File: config.mk
export PLATFORM = sky130hd
export DESIGN_NAME = bit_reverse_reorder
export DESIGN_NICKNAME = d
export VERILOG_FILES = /design/src/rtl/bit_reverse_reorder.sv
export SDC_FILE = /design/constraint.sdc
export NUM_CORES = 1
export LEC_CHECK = 0
export BUFFER_PORTS_ARGS = -buffer_cell sky130_fd_sc_hd__buf_2
export CAP_MARGIN = 20
export CORE_MARGIN = 3
export CORE_UTILIZATION = 50
export CTS_BUF_LIST = sky130_fd_sc_hd__clkbuf_8
export CTS_CLUSTER_DIAMETER = 40
export DETAILED_ROUTE_END_ITERATION = 12
export PLACE_DENSITY = 0.65
export SETUP_SLACK_MARGIN = 0.5
export SLEW_MARGIN = 25
export SYNTH_ARGS = -nofsm -noshare
export SYNTH_HDL_FRONTEND = slang
export SYNTH_SLANG_ARGS = --single-unit
File: constraint.sdc
create_clock -name clk -period 3.4 [get_ports clk]
set_clock_uncertainty 0.1 [all_clocks]
set_input_delay 0.85 -clock clk [delete_from_list [all_inputs] [get_ports clk]]
set_output_delay 0.85 -clock clk [all_outputs]
set_load 0.03 [all_outputs]
File: src/rtl/bit_reverse_reorder.sv
// Streaming frame reorder for the FFT path: natural-order samples in, bit-reversed (or bypassed)
// frames out, ping-pong banked so a new frame can be written while the previous one drains.
module bit_reverse_reorder #(
  parameter int DATA_W = 16,
  parameter int LOG2N  = 5
) (
  input  logic              clk,
  input  logic              rst,
  input  logic              in_valid,
  output logic              in_ready,
  input  logic [DATA_W-1:0] in_data,
  input  logic              in_sync,
  input  logic              mode,
  output logic              out_valid,
  input  logic              out_ready,
  output logic [DATA_W-1:0] out_data,
  output logic              out_last,
  output logic [LOG2N-1:0]  out_idx,
  output logic              sync_err
);

  localparam int N = 1 << LOG2N;
  localparam logic [LOG2N-1:0] LAST = LOG2N'(N - 1);

  // Bank select is the MSB of the flat memory address.
  logic [DATA_W-1:0] r_mem [0:2*N-1];

  logic [1:0]        r_bank_full;
  logic [1:0]        r_mode_bank;
  logic              r_wr_bank;
  logic [LOG2N-1:0]  r_wr_cnt;
  logic              r_rd_bank;
  logic [LOG2N-1:0]  r_rd_cnt;
  logic              r_out_valid;
  logic [DATA_W-1:0] r_out_data;
  logic              r_out_last;
  logic [LOG2N-1:0]  r_out_idx;
  logic              r_sync_err;

  logic              w_accept;
  logic              w_resync;
  logic              w_frame_start;
  logic [LOG2N-1:0]  w_wr_addr;
  logic              w_load;
  logic [LOG2N-1:0]  w_rd_addr;

  function automatic logic [LOG2N-1:0] bitrev(input logic [LOG2N-1:0] v);
    logic [LOG2N-1:0] r;
    r = '0;
    for (int i = 0; i < LOG2N; i++) begin
      r[i] = v[LOG2N-1-i];
    end
    return r;
  endfunction

  assign in_ready      = !r_bank_full[r_wr_bank];
  assign w_accept      = in_valid && in_ready;
  assign w_resync      = w_accept && in_sync && (r_wr_cnt != '0);
  assign w_frame_start = w_accept && (w_resync || (r_wr_cnt == '0));
  assign w_wr_addr     = w_resync ? '0 : r_wr_cnt;
  assign w_load        = r_bank_full[r_rd_bank] && (!r_out_valid || out_ready);
  assign w_rd_addr     = r_mode_bank[r_rd_bank] ? r_rd_cnt : bitrev(r_rd_cnt);

  assign out_valid = r_out_valid;
  assign out_data  = r_out_data;
  assign out_last  = r_out_last;
  assign out_idx   = r_out_idx;
  assign sync_err  = r_sync_err;

  // Sample storage carries no reset so it can map onto block RAM.
  always_ff @(posedge clk) begin
    if (w_accept) begin
      r_mem[{r_wr_bank, w_wr_addr}] <= in_data;
    end
  end

  // The write side only touches a non-full bank and the read side only a full one,
  // so the set and clear of r_bank_full never collide on the same bit.
  always_ff @(posedge clk) begin
    if (!rst) begin
      r_bank_full <= '0;
      r_mode_bank <= '0;
      r_wr_bank   <= 1'b0;
      r_wr_cnt    <= '0;
      r_rd_bank   <= 1'b0;
      r_rd_cnt    <= '0;
      r_out_valid <= 1'b0;
      r_out_data  <= '0;
      r_out_last  <= 1'b0;
      r_out_idx   <= '0;
      r_sync_err  <= 1'b0;
    end else begin
      r_sync_err <= w_resync;

      if (w_frame_start) begin
        r_mode_bank[r_wr_bank] <= mode;
      end
      if (w_accept) begin
        if (w_resync) begin
          r_wr_cnt <= LOG2N'(1);
        end else if (r_wr_cnt == LAST) begin
          r_bank_full[r_wr_bank] <= 1'b1;
          r_wr_bank              <= ~r_wr_bank;
          r_wr_cnt               <= '0;
        end else begin
          r_wr_cnt <= r_wr_cnt + LOG2N'(1);
        end
      end

      if (w_load) begin
        r_out_data  <= r_mem[{r_rd_bank, w_rd_addr}];
        r_out_idx   <= w_rd_addr;
        r_out_last  <= (r_rd_cnt == LAST);
        r_out_valid <= 1'b1;
        if (r_rd_cnt == LAST) begin
          r_bank_full[r_rd_bank] <= 1'b0;
          r_rd_bank              <= ~r_rd_bank;
          r_rd_cnt               <= '0;
        end else begin
          r_rd_cnt <= r_rd_cnt + LOG2N'(1);
        end
      end else if (r_out_valid && out_ready) begin
        r_out_valid <= 1'b0;
      end
    end
  end

endmodule

======== Word level (Yosys, flattened, before mapping) ========
Memories as Yosys holds them, arrays and structs flattened. A register that Yosys moved wholly into a read port is not among the register bits.
Index checks and enable logic that the tools add are counted.
operators by class
  add/subtract/negate cells ............... 2
  magnitude comparators ................... 4
  reductions and logical operators ........ 18
  mux-type cells .......................... 26
  bitwise gates (word level) .............. 6
  equal/unequal tests ..................... 2
operators with widths
  cell                 number
  $mux 5               5
  $mux 1               12
  $mux 2               6
  $add 5x1->5 const B  2
  $eq 5x5->1 const B   2
  $logic_and 1x1->1    8
  $logic_not 5->1      1
  $reduce_bool 5->1    1
  $lt 1x2->1 const B   2
  $logic_not 1->1      3
  $not 1->1            3
  $reduce_and 3->1     1
  $and 2x2->2          1
  $bwmux 2             1
  $demux 1 s1          2
  $ge 1x1->1 const B   2
  $logic_or 1x1->1     2
  $not 2->2            1
  $or 2x2->2           1
  $reduce_and 2->1     1
  $reduce_bool 2->1    1
storage, ports and cells
  memories ................................ 1
  word-level logic and storage cells ...... 69
  register bits after elaboration ......... 24
  memory bits (writable) .................. 1024
memory list
  memory  depth  width  read ports  clocked after memory_dff  wr ports  line  RTL
  r_mem   64     16     1           1                         1         26    logic [DATA_W-1:0] r_mem [0:2*N-1];

======== Longest topological paths before layout ========
Gate-level depths: netlist of the first run.
  depth in word-level cells ............... 12
  gate-level depth with buffers ........... 13

======== Least setup slack after synthesis of the first run ========
No wires, ideal clock.
  path kind ............................... input port to flip-flop
  from .................................... input in_valid
  to ...................................... memory r_mem[42][0], enable pin
  arrival ................................. 2615 ps
  path buffers ............................ 2
  cell stages on the path ................. 6
  slack ................................... 296 ps
  cells stage by stage .................... and2_1 and3_1 clkbuf_1 or4_1 clkbuf_1 nor2_1
on the way
  cells in the longest elaborated chain, start to end .. 4
ends and longest elaborated chain
  element                          line  RTL
  start, declared                  9     input logic in_valid,
  $logic_and 1x1->1 (*)            57    assign w_accept = in_valid && in_ready;
  $logic_and 1x1->1 (2 in series)  58    assign w_resync = w_accept && in_sync && (r_wr_cnt != '0);
  $mux 5                           60    assign w_wr_addr = w_resync ? '0 : r_wr_cnt;
  end, declared                    26
Every way passes the cells marked *; elsewhere a longest branch is shown, timed or not.

======== Worst setup path in the final report of the first run ========
  from .................................... register r_rd_bank
  to ...................................... register r_out_data[4] (netlist: out_data[4]), read port of r_mem
on the way
  cells in the longest elaborated chain, start to end .. 3
ends and longest elaborated chain
  element                                             line    RTL
  start, declared                                     32      logic r_rd_bank;
  start signal, assigned                              117     r_rd_bank <= ~r_rd_bank;
  $mux 1 (on tied branches) (2 in series)             62, 61
  $mux 5 / $logic_and 1x1->1 (equally long branches)  62, 61
  end, declared                                       35      logic [DATA_W-1:0] r_out_data;
Several ways; a longest one is shown, not always the timed one. The select of a mux whose other input is x is not followed.
A chain may end at the register's enable or synchronous reset.

==> flow_summary.toml, run 1 <==
[sta]
hold_viol = 0
slew_headroom_pct = 34.1
fin_crit_sh_pct = 85.0
fmax_mhz = 346
period_needed_ns = 2.89
setup_viol = 0
setup_slack_ns = 0.509
maxSlewViolCount = 0
rsz0062_at_grt = "yes"
tightest_slew_ns = 0.989

[final_layout]
multi_input_area_um2 = 9310
nets = 2861
area_growth_pct = 16.5
postLayoutCoreUtil_pct = 59.3
regArea_um2 = 31600
drive_gt1_share_pct = 23.6
instances_no_fill = 4034
fill_cells = 6099

[global_route]
grt_pass1_wl_um = 159000
grt_start_max_net_pins = 81
grt_antenna_before_repair = 14
grt_usage_pct = 25.6
grt_pass1_vias = 23700
grt-ovfl-total = 0

[outcome]
outcome = "completed"

[pwr]
leakage_nw = 16.5
p_total_mw = 25.1
powerDensity_nw_per_um2 = 522
ir_drop_v = 0.000403

[worst_setup_path]
slowest_stage = "mux4_2"
slowest_delay_ns = 0.54
r2r_start = "r_rd_bank"
start_kind = "flip-flop"
arrival_ns = 3.49
r2r-end = "out_data[4]"
path_buf_inv = 4
path_class = "flip-flop to flip-flop"
rrSetupSlack_ns = 0.51
cp-end-kind = "flip-flop"
cp_max_fo = 15
crit_family = "multiplexers"
ff2ff_path_depth = 10
crit_chain = "mux2_4, mux2i_4, buf_6, buf_12, buf_16, mux4_2, o2111ai_1, buf_4, or4_1, o21ai_1"
cp.required_ns = 4.00

[routing]
wirelength_um = 111000
drtAntennaViolNets = 0
viasPerCell = 6.05
drc = 0
num_vias = 24400
wl_per_cell_um = 27.6
drt-pass1-iter-count = 6
drtIter0Drc = 2837

[synth]
async_flop_share_pct = 0
syn_avg_cell_area_um2 = 16.4
ys_seq_elements = 1064
yosysWarnings = 0
ys_seq_area_share_pct = 76.4
syn_nets = 2542
synth_area_um2 = 41300
yosysUniqueCellTypes = 55
synth_cells = 2515
synth_edf_count = 1024
ys.flop_type = "edfxtp_1"

[floorplan]
rows = 104
start_util_pct = 50.9
dieArea_um2 = 86100
die_w_um = 293
core-area_um2 = 81200
die_y_um = 293
io_pins = 47

[clocking]
clkTransAtPathRegs_ns = 0.06
insertion_delay_ns = 0.81
cts_made_buffers = 171
cts.sinks = 1064
h-tree-depth = 4
cts_root_buffer = "clkbuf_8"
clk_path_buf_depth = 3
cts_tree = "yes"

[placed_design]
portBuffers = 46
post-place-ws_ns = -0.00309
placed_cells = 3682
gp_congestion = 0.920
hpwl_um = 67400

[worst_hold_path]
worstHoldPathCells = 3
whs_endpoint = "r_mode_bank[0]"
hold_class = "input port to flip-flop"
hp-start = "mode"

[run]
maxCapViolCount = 0
worst reg2reg max path, delay by kind of cell (launching register included):
| family | cells | cell delay (ns) |
|---|---|---|
| buffers and inverters | 4 | 0.75 |
| AO/OA/AOI/OAI | 2 | 0.29 |
| multiplexers | 3 | 1.15 |
| AND/OR/NAND/NOR | 1 | 0.15 |
| flip-flops | 1 | 0.34 |
kinds of logic after synthesis:
group	count (synthesis)	share of synthesized area, %
AO/OA/AOI/OAI	225	3.87
XOR/XNOR	1	0.0212
adder cells (fa/ha/maj)	5	0.151
buffers and inverters	147	1.85
flip-flops	1064	76.4
multiplexers	189	8.40
AND/OR/NAND/NOR	884	9.36
report_power, final:
group / switching, mW / total (mW) / internal, mW
Combinational: 0.502 / 0.700 / 0.198
Sequential: 0.0196 / 14.4 / 14.4
Clock: 5.01 / 10.0 / 5.01
through the flow:
step	setup TNS, ns	hold slack [ns]	cell area [µm²]
CTS	0	0.253	47600
global placement	0	0.383	44200
floorplan	0	0.387	41400
global route	0	0.294	48100
detailed placement	-0.00309	0.389	44200
finish	0	0.333	48200
cell usage in the layout (no fill, tap or decap), types with 7 or more instances in the layout:
cell type   synthesis  routed
nand4_1            34      34
nand3b_1           10      10
nor3_1             17      13
clkbuf_8            0     180
and3_1             23      23
clkinv_2            0      10
buf_4              21     191
buf_12              0      29
edfxtp_1         1024    1024
a21boi_0            8       8
buf_16              0       7
a31oi_1            52      49
a32o_1             15      15
nand3_2             0      10
nor2_2              0      23
buf_2              19      44
clkinv_1            1      46
o21ai_1            16      23
o2111ai_1          15      11
and2_1              8       7
o22ai_1            17      17
mux2i_1            55      51
nand3_1           128     118
clkinvlp_4          0       9
nand2_1           511     510
a32oi_1            32      32
o21ai_0            39      29
or4_1              19      19
mux4_2            125     125
nor2_1            109      86
dfxtp_1            40      35
a311oi_1           16      13
inv_1               4      57
Yosys cell counts, types with 2 or more instances:
master | count | area [µm²]
a21boi_0 | 8 | 60.1
a21oi_1 | 3 | 15.0
a311oi_1 | 16 | 140
a31oi_1 | 52 | 325
a32o_1 | 15 | 150
a32oi_1 | 32 | 280
and2_1 | 8 | 50.1
and3_1 | 23 | 144
buf_1 | 8 | 30.0
buf_2 | 19 | 95.1
buf_4 | 21 | 158
buf_6 | 7 | 78.8
buf_8 | 5 | 75.1
clkbuf_1 | 82 | 308
dfxtp_1 | 40 | 801
edfxtp_1 | 1024 | 30700
ha_1 | 5 | 62.6
inv_1 | 4 | 15.0
mux2_2 | 8 | 90.1
mux2i_1 | 55 | 551
mux4_2 | 125 | 2820
nand2_1 | 511 | 1920
nand2b_1 | 2 | 12.5
nand3_1 | 128 | 641
nand3b_1 | 10 | 75.1
nand4_1 | 34 | 213
nor2_1 | 109 | 409
nor2b_1 | 4 | 25.0
nor3_1 | 17 | 85.1
nor3b_1 | 5 | 37.5
nor4_2 | 2 | 25.0
nor4b_1 | 2 | 17.5
o2111ai_1 | 15 | 131
o211a_1 | 4 | 40.0
o21ai_0 | 39 | 195
o21ai_1 | 16 | 80.1
o221a_2 | 2 | 22.5
o22ai_1 | 17 | 106
or2_2 | 2 | 12.5
or3_1 | 3 | 18.8
or4_1 | 19 | 143
per-layer routing:
metal / share of wire (%) / vias to the layer above / track usage [%]
met4: 3.2 / 12 / 9.55
met5: 0.072 / - / 0
met3: 9.6 / 205 / 6.25
met1: 41 / 12500 / 36.4
li1: - / 10500 / -
met2: 46 / 1183 / 38.9
layout make-up:
cell class	count	share of cell area, %
clock inverter	128	1.37
antenna	5	0.0260
clock buffer	180	5.14
timing repair buffer	287	5.80
tap	1060	2.75
inverter	5	0.0390
sequential	1064	65.5
multi-input combinational	1305	19.3
registers in the layout, indices dropped and copies added (netlist names):
register / cells
out_data: 16
out_idx: 5
out_last: 1
out_valid: 1
r_bank_full: 2
r_mem: 1024
r_mode_bank: 2
r_rd_bank: 1
r_rd_cnt: 5
r_wr_bank: 1
r_wr_cnt: 5
sync_err: 1
worst max-delay path by stage:
stage / to / from / slack, ns / cells after the start
after floorplan: r_mem[42][0] / in_valid / 0.30 / 6
after global placement: out_data[6] / out_ready / 0.06 / 8
after detailed placement: out_data[4] / out_ready / -0.003 / 10
after CTS: out_data[4] / r_rd_bank / 0.46 / 10
after global routing: out_data[4] / r_rd_bank / 0.44 / 9
final: out_data[4] / r_rd_bank / 0.51 / 10
what timing repair did:
item,CTS,global route
pin swaps,2,4
buffers inserted,6,21
hold buffers,0,0
gates cloned,5,7
setup endpoints to repair,17,49
gates resized for setup,28,42
Note: power is estimated with default switching activity, not from simulation.
==> run 2, diff against run 1 <==
==> constraint.sdc (replaced) <==
create_clock -name clk -period 3.7 [get_ports clk]
set_clock_uncertainty 0.1 [all_clocks]
set_input_delay 0.925 -clock clk [delete_from_list [all_inputs] [get_ports clk]]
set_output_delay 0.925 -clock clk [all_outputs]
set_load 0.03 [all_outputs]
==> flow_summary.toml, run 2 (synthesis gave the netlist of run 1 again) <==
[outcome]
outcome = "completed"

[final_layout]
fill_cells = 6158
area_growth_pct = 15.3
regArea_um2 = 31600
nets = 2822
largest-register = "r_mem"
instances_no_fill = 4003
multi_input_area_um2 = 9130
postLayoutCoreUtil_pct = 58.7
final_common_cell = "edfxtp_1"
drive_gt1_share_pct = 21.6
largest_reg_flops = 1024
layout_common_cells = "edfxtp_1, nand2_1, clkbuf_8, buf_4, nand3_1"

[pwr]
powerDensity_nw_per_um2 = 502
ir_drop_v = 0.000350
sw_frac_of_total_pct = 21.6
internal_power_mw = 18.8
switchingPower_mw = 5.16
p_seq_share_pct = 55.4
p_clk_share_pct = 41.9
leakage_nw = 16.2
combPwrFrac_pct = 2.7

[sta]
tightest_slew_ns = 1.14
setup_tns_ns = 0
slew_headroom_pct = 23.4
maxSlewViolCount = 0
hold_viol = 0
setup_viol = 0
fmax_mhz = 315
rsz0062_at_grt = "yes"
period_needed_ns = 3.17
fin_crit_sh_pct = 85.7

[floorplan]
core-area_um2 = 81200
dieArea_um2 = 86100
io_pins = 47
die_y_um = 293
rows = 104
die_w_um = 293
start_util_pct = 50.9

[clocking]
cts_made_buffers = 171
cts.sinks = 1064
cts_tree = "yes"
cts_root_buffer = "clkbuf_8"
clk_path_buf_depth = 3
insertion_delay_ns = 0.82
clkTransAtPathRegs_ns = 0.06
h-tree-depth = 4

[global_route]
grt_pass1_vias = 24100
grt_pass1_wl_um = 162000
grt_antenna_before_repair = 6
grt-ovfl-total = 0
grt_start_max_net_pins = 65
grt_usage_pct = 26.0

[worst_setup_path]
cp_max_fo = 44
crit_top_cell = "o21ai_1"
slowest_stage = "mux4_2"
crit_chain = "mux2_4, mux2i_4, buf_4, buf_12, mux4_2, nand2_1, nand3_1, o21ai_1, o21ai_1"
arrival_ns = 3.76
r2r_start = "r_rd_bank"
cp.required_ns = 4.29
cp-end-kind = "flip-flop"
path_class = "flip-flop to flip-flop"
start_kind = "flip-flop"
slowest_delay_ns = 0.57
cp-startpoint = "r_rd_bank"

[worst_hold_path]
hp-start = "mode"
hold_class = "input port to flip-flop"

[run]
maxCapViolCount = 0

[routing]
num_vias = 24600
wl_per_cell_um = 27.9
viasPerCell = 6.16
drtAntennaViolNets = 0
drc = 0
drt-pass1-iter-count = 6
drtIter0Drc = 3097
wirelength_um = 112000

[placed_design]
portBuffers = 46
placed_cells = 3662
hpwl_um = 68500
gp_congestion = 0.925
-- run 2: cell type report --
type / count / share of cell area [%]
flip-flops and latches: 1064 / 66.3
inverters: 5 / 0.0394
well taps: 1060 / 2.78
diodes: 4 / 0.0210
clock inverters: 140 / 2.08
repair buffers: 248 / 4.54
clock buffers: 177 / 5.12
multi-input cells: 1305 / 19.2
-- run 2: final timing paths --
check | cells past startpoint | end | slack (ns)
setup / recovery | 9 | out_data[13] | 0.53
hold / removal | 3 | r_mode_bank[0] | 0.35
setup reg to reg | 9 | out_data[13] | 0.53
hold reg to reg | 1 | out_idx[0] | 0.40
-- run 2: power by group through the flow --
stage / logic [mW] / registers [mW] / clock network, mW
3_3_place_gp: 0.623 / 13.5 / 0
5_1_grt: 0.684 / 13.3 / 10.8
4_1_cts: 0.646 / 13.3 / 10.2
6_report: 0.656 / 13.3 / 10.0
3_5_place_dp: 0.643 / 13.5 / 0
2_1_floorplan: 0.245 / 13.5 / 0
-- run 2: worst max-delay path: cells and delay by family (launching register included) --
kind | cells | cell delay [ns]
multiplexers | 3 | 1.20
buffers and inverters | 2 | 0.46
AO/OA/AOI/OAI | 2 | 0.50
AND/OR/NAND/NOR | 2 | 0.31
flip-flops | 1 | 0.40
-- run 2: what timing repair did --
item,in CTS,in global routing
hold buffers,0,0
cloned,1,2
gates resized for setup,2,19
setup buffers,1,16
hold endpoints to repair,0,0
pin swaps,0,3
endpoints found under the setup margin,9,15
-- run 2: stage by stage --
stage	power, mW	worst slack, ns	area [µm²]	hold slack [ns]
3_5_place_dp	14.2	0.378	43900	0.385
4_1_cts	24.1	0.474	47400	0.281
5_1_grt	24.7	0.477	47600	0.349
3_3_place_gp	14.1	0.211	43900	0.378
2_1_floorplan	13.7	0.521	41300	0.387
6_report	23.9	0.528	47600	0.353
-- run 2: layer usage --
metal	share of wire [%]	global-route usage (%)
met1	39	36.7
met2	47	40.4
met3	11	5.27
met4	3.4	9.69
met5	0.0081	0
